File: src/rtl/mandelbrot_pkg.sv
// Shared defaults and state encoding for the mandelbrot frame scheduler.
package mandelbrot_pkg;

    localparam int DEF_FPW     = 54;
    localparam int DEF_AW      = 11;
    localparam int DEF_CW      = 12;
    localparam int DEF_MAXINFL = 64;

    // state   | meaning
    // IDLE    | waiting for start, outputs quiet
    // RUN     | walking the raster, offering one coordinate per handshake
    // DRAIN   | all pixels issued, waiting for in-flight results to return
    typedef enum logic [1:0] {
        ST_IDLE  = 2'd0,
        ST_RUN   = 2'd1,
        ST_DRAIN = 2'd2
    } state_t;

endpackage

File: src/rtl/mandelbrot_infl_cnt.sv
// Saturating up/down counter of pixels issued to the pipeline but not yet returned.
module mandelbrot_infl_cnt #(
    parameter int MAXINFL = 64,
    parameter int IFW     = $clog2(MAXINFL + 1)
) (
    input  logic clk,
    input  logic rst,
    input  logic inc,
    input  logic dec,
    output logic at_max,
    output logic zero_next
);

    logic [IFW-1:0] cnt;
    logic           inc_ok;
    logic           dec_ok;

    assign at_max    = (cnt == IFW'(MAXINFL));
    // a return with nothing outstanding belongs to no frame of ours
    assign dec_ok    = dec && (cnt != '0);
    assign inc_ok    = inc && (!at_max || dec_ok);
    assign zero_next = !inc && ((cnt == '0) || ((cnt == IFW'(1)) && dec));

    // count issues up and returns down; simultaneous pair cancels
    always_ff @(posedge clk) begin
        if (rst) begin
            cnt <= '0;
        end else if (inc_ok && !dec_ok) begin
            cnt <= cnt + IFW'(1);
        end else if (dec_ok && !inc_ok) begin
            cnt <= cnt - IFW'(1);
        end
    end

endmodule

File: src/rtl/mandelbrot_frame_sched.sv
// Frame scheduler: latches a frame, walks it in raster order into the pipeline,
// and signals done once every issued pixel has come back out.
module mandelbrot_frame_sched
    import mandelbrot_pkg::*;
#(
    parameter int FPW     = DEF_FPW,
    parameter int AW      = DEF_AW,
    parameter int CW      = DEF_CW,
    parameter int MAXINFL = DEF_MAXINFL,
    parameter int IFW     = $clog2(MAXINFL + 1)
) (
    input  logic           clk,
    input  logic           rst,
    input  logic           clk_en,
    input  logic           start,
    input  logic [FPW-1:0] x0,
    input  logic [FPW-1:0] y0,
    input  logic [FPW-1:0] dx,
    input  logic [FPW-1:0] dy,
    input  logic [CW-1:0]  hres,
    input  logic [CW-1:0]  vres,
    output logic           busy,
    output logic           done,
    output logic           out_vld,
    input  logic           out_rdy,
    output logic [FPW-1:0] x_man,
    output logic [FPW-1:0] y_man,
    output logic [AW-1:0]  adr_o,
    input  logic           res_vld,
    input  logic           res_rdy
);

    state_t         state;
    state_t         state_nxt;
    logic [FPW-1:0] x0_q;
    logic [FPW-1:0] dx_q;
    logic [FPW-1:0] dy_q;
    logic [CW-1:0]  hres_q;
    logic [CW-1:0]  vres_q;
    logic [CW-1:0]  col;
    logic [CW-1:0]  row;
    logic           at_max;
    logic           zero_next;
    logic           issue;
    logic           ret;
    logic           load;
    logic           fin;
    logic           last_col;
    logic           last_pix;

    assign ret      = res_vld & res_rdy & clk_en;
    assign last_col = (col == hres_q - CW'(1));
    assign last_pix = last_col && (row == vres_q - CW'(1));

    mandelbrot_infl_cnt #(
        .MAXINFL (MAXINFL),
        .IFW     (IFW)
    ) u_infl (
        .clk       (clk),
        .rst       (rst),
        .inc       (issue),
        .dec       (ret),
        .at_max    (at_max),
        .zero_next (zero_next)
    );

    // next-state and handshake decode from the registered state
    always_comb begin
        state_nxt = state;
        load      = 1'b0;
        fin       = 1'b0;
        out_vld   = (state == ST_RUN) && !at_max;
        issue     = out_vld && out_rdy && clk_en;
        case (state)
            ST_IDLE: begin
                if (clk_en && start) begin
                    load      = 1'b1;
                    state_nxt = ((hres == '0) || (vres == '0)) ? ST_DRAIN : ST_RUN;
                end
            end
            ST_RUN: begin
                if (issue && last_pix) begin
                    state_nxt = ST_DRAIN;
                end
            end
            ST_DRAIN: begin
                if (clk_en && zero_next) begin
                    fin       = 1'b1;
                    state_nxt = ST_IDLE;
                end
            end
            default: state_nxt = ST_IDLE;
        endcase
    end

    // state register
    always_ff @(posedge clk) begin
        if (rst) begin
            state <= ST_IDLE;
        end else if (clk_en) begin
            state <= state_nxt;
        end
    end

    // frame latch, raster walker and status flags
    always_ff @(posedge clk) begin
        if (rst) begin
            x0_q   <= '0;
            dx_q   <= '0;
            dy_q   <= '0;
            hres_q <= '0;
            vres_q <= '0;
            col    <= '0;
            row    <= '0;
            x_man  <= '0;
            y_man  <= '0;
            adr_o  <= '0;
            busy   <= 1'b0;
            done   <= 1'b0;
        end else if (clk_en) begin
            done <= fin;
            if (load) begin
                x0_q   <= x0;
                dx_q   <= dx;
                dy_q   <= dy;
                hres_q <= hres;
                vres_q <= vres;
                col    <= '0;
                row    <= '0;
                x_man  <= x0;
                y_man  <= y0;
                adr_o  <= '0;
                busy   <= 1'b1;
            end else begin
                if (fin) begin
                    busy <= 1'b0;
                end
                if (issue) begin
                    adr_o <= adr_o + AW'(1);
                    if (!last_col) begin
                        col   <= col + CW'(1);
                        x_man <= x_man + dx_q;
                    end else begin
                        col   <= '0;
                        x_man <= x0_q;
                        row   <= row + CW'(1);
                        y_man <= y_man + dy_q;
                    end
                end
            end
        end
    end

endmodule

File: config.mk
export PLATFORM = sky130hd
export DESIGN_NAME = mandelbrot_frame_sched
export DESIGN_NICKNAME = d
export VERILOG_FILES = /design/src/rtl/mandelbrot_pkg.sv /design/src/rtl/mandelbrot_infl_cnt.sv /design/src/rtl/mandelbrot_frame_sched.sv
export SDC_FILE = /design/constraint.sdc
export NUM_CORES = 1
export LEC_CHECK = 0
export BUFFER_PORTS_ARGS = -buffer_cell sky130_fd_sc_hd__buf_4
export CAP_MARGIN = 0
export CORE_MARGIN = 5
export CORE_UTILIZATION = 38
export DETAILED_ROUTE_END_ITERATION = 7
export PLACE_DENSITY = 0.67
export SETUP_SLACK_MARGIN = 0.05
export SYNTH_ARGS = -nofsm -noshare
export SYNTH_HDL_FRONTEND = slang
export SYNTH_SLANG_ARGS = --single-unit
File: constraint.sdc
create_clock -name clk -period 9.5 [get_ports clk]
set_input_delay 1.9 -clock clk [delete_from_list [all_inputs] [get_ports clk]]
set_output_delay 1.9 -clock clk [all_outputs]
set_load 0.02 [all_outputs]
[Yosys cells after proc, flatten, opt, wreduce, memory -nomap -nowiden]
Cells that the tools add are included.
Word-level totals
  input bits: 247
  register bits: 340
  word-level logic and storage cells: 95
Operators by class
  mux-type cells: 27
  $add $sub $neg: 9
  bitwise operators: 2
  reduce and logical (&&, ||, !) cells: 34
  eq/ne operators: 9
Operators by type and width (number)
  54-bit two-way mux: 6
  54-bit adder: 2
  12-bit two-way mux: 6
  12-bit by 1-bit adder with 12-bit output (second input constant): 2
  12-bit equality test: 2
  12-bit zero test: 2
  12-bit by 1-bit subtractor with 12-bit output (second input constant): 2
  11-bit two-way mux: 2
  7-bit two-way mux: 2
  1-bit logical AND: 13
  11-bit by 1-bit adder with 11-bit output (second input constant): 1
  2-bit two-way mux: 4
  2-bit nonzero test: 4
  7-bit by 1-bit adder with 7-bit output (second input constant): 1
  7-bit by 1-bit equality test with 1-bit output (second input constant): 1
  7-bit equality test (second input constant): 1
  7-bit zero test: 1
  7-bit nonzero test: 1
  7-bit by 1-bit subtractor with 7-bit output (second input constant): 1
  1-bit two-way mux: 6
  2-bit one-hot mux with 3 select lines: 1
  2-bit AND reduction: 3
  1-bit zero test: 4
  2-bit inequality test (second input constant): 2
  8 further kinds: 11

[Depth between registers and ports, before layout]
  word-level depth: 12
  gate-level depth with buffers: 16
  mapped depth without buffers: 13

[Cells and area by module]
A second synthesis with hierarchy kept.
Unflattened totals
  cell total of the unflattened synthesis: 2684
  area total of the unflattened synthesis: 20056.7 um^2
Modules (own cells, without submodules)
  mandelbrot_frame_sched: seq. area each 6666.4 um^2, cells an instance 2626, times used 1, area an instance 19567.5 um^2
  mandelbrot_infl_cnt: seq. area each 140.1 um^2, cells an instance 58, times used 1, area an instance 489.2 um^2

[Worst setup path before layout]
OpenSTA, ideal clock, no wires.
  kind: in2reg
  from: in out_rdy
  to: reg u_infl.cnt[6]
  required time: 9372 ps
  arrival: 3948 ps
  library setup time: 128 ps
  path slack: 5424 ps
  stages: 11
  cell sequence: nand3_1 > inv_2 > clkbuf_1 > clkbuf_1 > ha_1 > clkbuf_1 > nand4_1 > o21ai_0 > nor3b_1 > xnor2_1 > nor2_1
On the way
  cells in the longest elaborated chain, start to end: 6
  elaborated cells between the ends (all ways): 8
  those cells by class: mux: 1; reduce/logical: 7
Ends and longest elaborated chain
  from (decl): RTL line mandelbrot_frame_sched.sv:25  | input logic out_rdy,
  1-bit logical AND * (2 in series): RTL line mandelbrot_frame_sched.sv:73  | issue = out_vld && out_rdy && clk_en;
  1-bit logical AND *: RTL line mandelbrot_infl_cnt.sv:21  | assign inc_ok = inc && (!at_max || dec_ok);
  1-bit zero test: RTL line mandelbrot_infl_cnt.sv:30  | end else if (dec_ok && !inc_ok) begin
  1-bit logical AND: RTL line mandelbrot_infl_cnt.sv:30
  2-bit nonzero test (no line)
  to (signal assigned): RTL line mandelbrot_infl_cnt.sv:29  | cnt <= cnt + IFW'(1);
  to (signal assigned): RTL line mandelbrot_infl_cnt.sv:31  | cnt <= cnt - IFW'(1);
  to (decl): RTL line mandelbrot_infl_cnt.sv:14  | logic [IFW-1:0] cnt;
Every way passes the cells marked *; elsewhere a longest branch is shown, timed or not.
A chain may end at the register's enable or synchronous reset.

[Worst setup path in the final report]
  from: in clk_en
  to: reg y_man[52]
On the way
  cells in the longest elaborated chain, start to end: 5
  elaborated cells between the ends (all ways): 8
  those cells by class: mux: 3; reduce/logical: 5
Ends and longest elaborated chain
  from (decl): RTL line mandelbrot_frame_sched.sv:14  | input logic clk_en,
  1-bit logical AND: RTL line mandelbrot_frame_sched.sv:76  | if (clk_en && start) begin
  1-bit two-way mux: RTL line mandelbrot_frame_sched.sv:76
  1-bit two-way mux: RTL line mandelbrot_frame_sched.sv:74  | case (state)
  2-bit nonzero test (no line)
  3-bit AND reduction (no line)
  to (signal assigned): RTL line mandelbrot_frame_sched.sv:131  | y_man <= y0;
  to (signal assigned): RTL line mandelbrot_frame_sched.sv:147  | y_man <= y_man + dy_q;
  to (decl): RTL line mandelbrot_frame_sched.sv:27  | output logic [FPW-1:0] y_man,
Parallel ways exist; a longest one is shown, timed or not.

==> flow_summary.json <==
{
  "nNetsFinal": 3300,
  "cts_resized": 0,
  "ys_seq_area_share_pct": 33.8,
  "worstSetupEndpointType": "flop",
  "ys_warn_count": 0,
  "status": "finished clean",
  "cts_hold_buf": 0,
  "area_delta_synth_final_pct": 22.9,
  "start_kind": "input port",
  "vias": 20400,
  "final_cell_count_no_fill": 3657,
  "drt-pass1-iter-count": 6,
  "switching_share_pct": 28.2,
  "dieArea_um2": 57700,
  "initial_core_util_pct": 38.4,
  "finalSetupViolations": 0,
  "die_w_um": 240,
  "cts_buffer_depth": 3,
  "post_drt_wl_per_cell_um": 18.9,
  "grt_max_degree": 107,
  "synth_edf_count": 0,
  "p_int_mw": 2.86,
  "netlist_area_um2": 20200,
  "worstPathRequired_ps": 9930,
  "final_antenna_net_count": 0,
  "cap_viol_max_count": 0,
  "cts_setup_buffers": 0,
  "critPathKind": "in -> reg",
  "grt_overflow": 0,
  "cts_tree": "yes",
  "power_frac_clock_pct": 43.4,
  "die_h_um": 240,
  "setup_tns_ps": 0,
  "hold_class": "reg -> reg",
  "finalHoldViolations": 0,
  "ioPinCount": 369,
  "cts_max_level": 2,
  "synth_flop_cell": "dfxtp_1",
  "drive_gt1_share_pct": 16.5,
  "relSlewSlack_pct": 24.8,
  "p_comb_share_pct": 17.1,
  "grt_pass1_vias": 19600,
  "finalMaxSlewViolations": 0,
  "synth_nets": 3048,
  "finClkSkew_ps": 21.7,
  "ys_seq_elements": 340,
  "period_minus_slack_ps": 4370,
  "hpwl_mm": 51.5,
  "cts-root-buf": "clkbuf_16",
  "core_area_um2": 52600,
  "power.density_nw_per_um2": 161,
  "crit_chain": "buf_4 > nand3_1 > buf_4 > inv_2 > buf_4 > and2_1 > buf_4 > nor2_2 > buf_4 > a221oi_1 > o21ai_0",
  "p_leak_nw": 10.4,
  "arrival_ps": 4800,
  "drt_first_iter_violations": 1549,
  "ir_worst_vdd_mv": 0.133,
  "wirelength_mm": 69.3,
  "dpl_cell_area_um2": 23300,
  "crit_top_cell": "buf_4",
  "numCtsBuffers": 41,
  "clock_sinks": 340,
  "clk_pin_slew_worst_paths_ps": 60,
  "rsz0062_at_grt": "no",
  "grt_pass1_wl_mm": 107,
  "cp_slowest_stage_delay_ps": 590,
  "async_reset_ff_share_pct": 0,
  "drc": 0,
  "cpMaxStageDelayCell": "buf_4",
  "dp_worst_setup_slack_ps": 4610,
  "grt_usage_pct": 22.7,
  "viasPerCell": 5.57,
  "max_freq_mhz": 229,
  "synthDistinctLibCells": 87,
  "port_buffers": 368,
  "stdcell_area_um2": 24800,
  "p_switching_mw": 1.12,
  "p_seq_share_pct": 39.5,
  "antenna_found_initial": 2,
  "syn_area_per_cell_um2": 7.51,
  "setup_ws_ps": 5130,
  "path_max_fanout": 49,
  "clk_latency_ps": 560,
  "worst_slew_pin_slew_ps": 1130,
  "period_share_pct": 46.0,
  "synthCells": 2683,
  "dp.cells": 3580,
  "gp_congestion": 0.889,
  "rows": 84
}
## metrics by stage
step / total power, mW / hold slack (ps) / util [%]
2_1_floorplan: 2.01 / 432 / -
3_3_place_gp: 2.27 / 438 / 44.3
3_5_place_dp: 2.28 / 443 / 44.3
4_1_cts: 4.02 / 452 / 47.1
5_1_grt: 4.15 / 470 / 47.1
6_report: 3.98 / 454 / 47.1
## kinds of logic after synthesis
logic type               Yosys count  synth area share (%)
AND/OR/NAND/NOR                 1005                  21.6
AO/OA/AOI/OAI                    839                  25.9
flip-flops                       340                  33.8
buffers and inverters            217                  4.16
XOR/XNOR                         151                  6.56
adder cells (fa/ha/maj)          118                  7.40
multiplexers                      13                 0.658
## state kept, by name, indices dropped and copies added (netlist names)
register    cells
col            12
row            12
y_man          54
done            1
vres_q         12
state           2
busy            1
adr_o          11
dx_q           54
x_man          54
x0_q           54
hres_q         12
u_infl.cnt      7
dy_q           54
## worst max-delay path: cells and delay by family
family,cells,cell delay (ps)
simple gates,3,430
buf+inv,6,1960
compound gates,2,470
## area by class of cell
cell class	count	area, um2
repair buffers	384	2900
diodes	1	2.50
fillers	5183	27800
inverters	42	158
clock buffers	54	1190
multi-input cells	2126	12500
flip-flops and latches	340	6810
clock inverters	22	304
well taps	688	861
## layer usage
layer	track usage [%]	wire, um
met1	29.4	29600
met2	38.4	32700
met3	4.05	4700
met4	7.75	2310
met5	0	7
## cells in the mapped netlist, types with 13 or more instances
master    count  area [um2]
o21ai_0     128         641
or3_1        15        93.8
a211oi_1     19         143
and3_1       15        93.8
buf_1        13        48.8
a22oi_1      18         135
nor3_1       38         190
nand4_1      47         294
ha_1        116        1450
inv_1        41         154
o21bai_1     28         210
nand2_1     602        2260
nor4_1       17         106
a21o_1       70         526
a21oi_1     363        1820
nor2_1      175         657
xor2_1       73         639
xnor2_1      78         683
dfxtp_1     340        6810
a22o_1       20         175
o211ai_1     37         278
nand3_1      35         175
clkbuf_1    150         563
a31oi_1      30         188
## layout by cell type, fill, tap and decap left out, types with 34 or more instances in the layout
master	synthesis	routed
o211ai_1	37	37
buf_4	1	382
clkbuf_16	0	43
a21oi_1	363	363
dfxtp_1	340	340
xor2_1	73	73
a21o_1	70	70
nor2_1	175	171
o21ai_0	128	128
nand4_1	47	47
nand3_1	35	34
nor3_1	38	38
xnor2_1	78	78
nand2_1	602	602
inv_1	41	41
ha_1	116	116
## power groups by stage
stage / combinational (mW) / clock (mW) / sequential (mW)
3_3_place_gp: 0.669 / 0 / 1.60
3_5_place_dp: 0.679 / 0 / 1.60
6_report: 0.681 / 1.72 / 1.57
2_1_floorplan: 0.395 / 0 / 1.61
4_1_cts: 0.683 / 1.76 / 1.57
5_1_grt: 0.750 / 1.83 / 1.58
## worst paths after layout
kind / startpoint / endpoint / slack [ps] / cells after the start
min: x0_q[21] / x0_q[21] / 450 / 2
min reg2reg: x0_q[21] / x0_q[21] / 450 / 2
max reg2reg: hres_q[0] / y_man[52] / 5210 / 14
max: clk_en / y_man[52] / 5130 / 11
(Power assumes the default switching activity.)
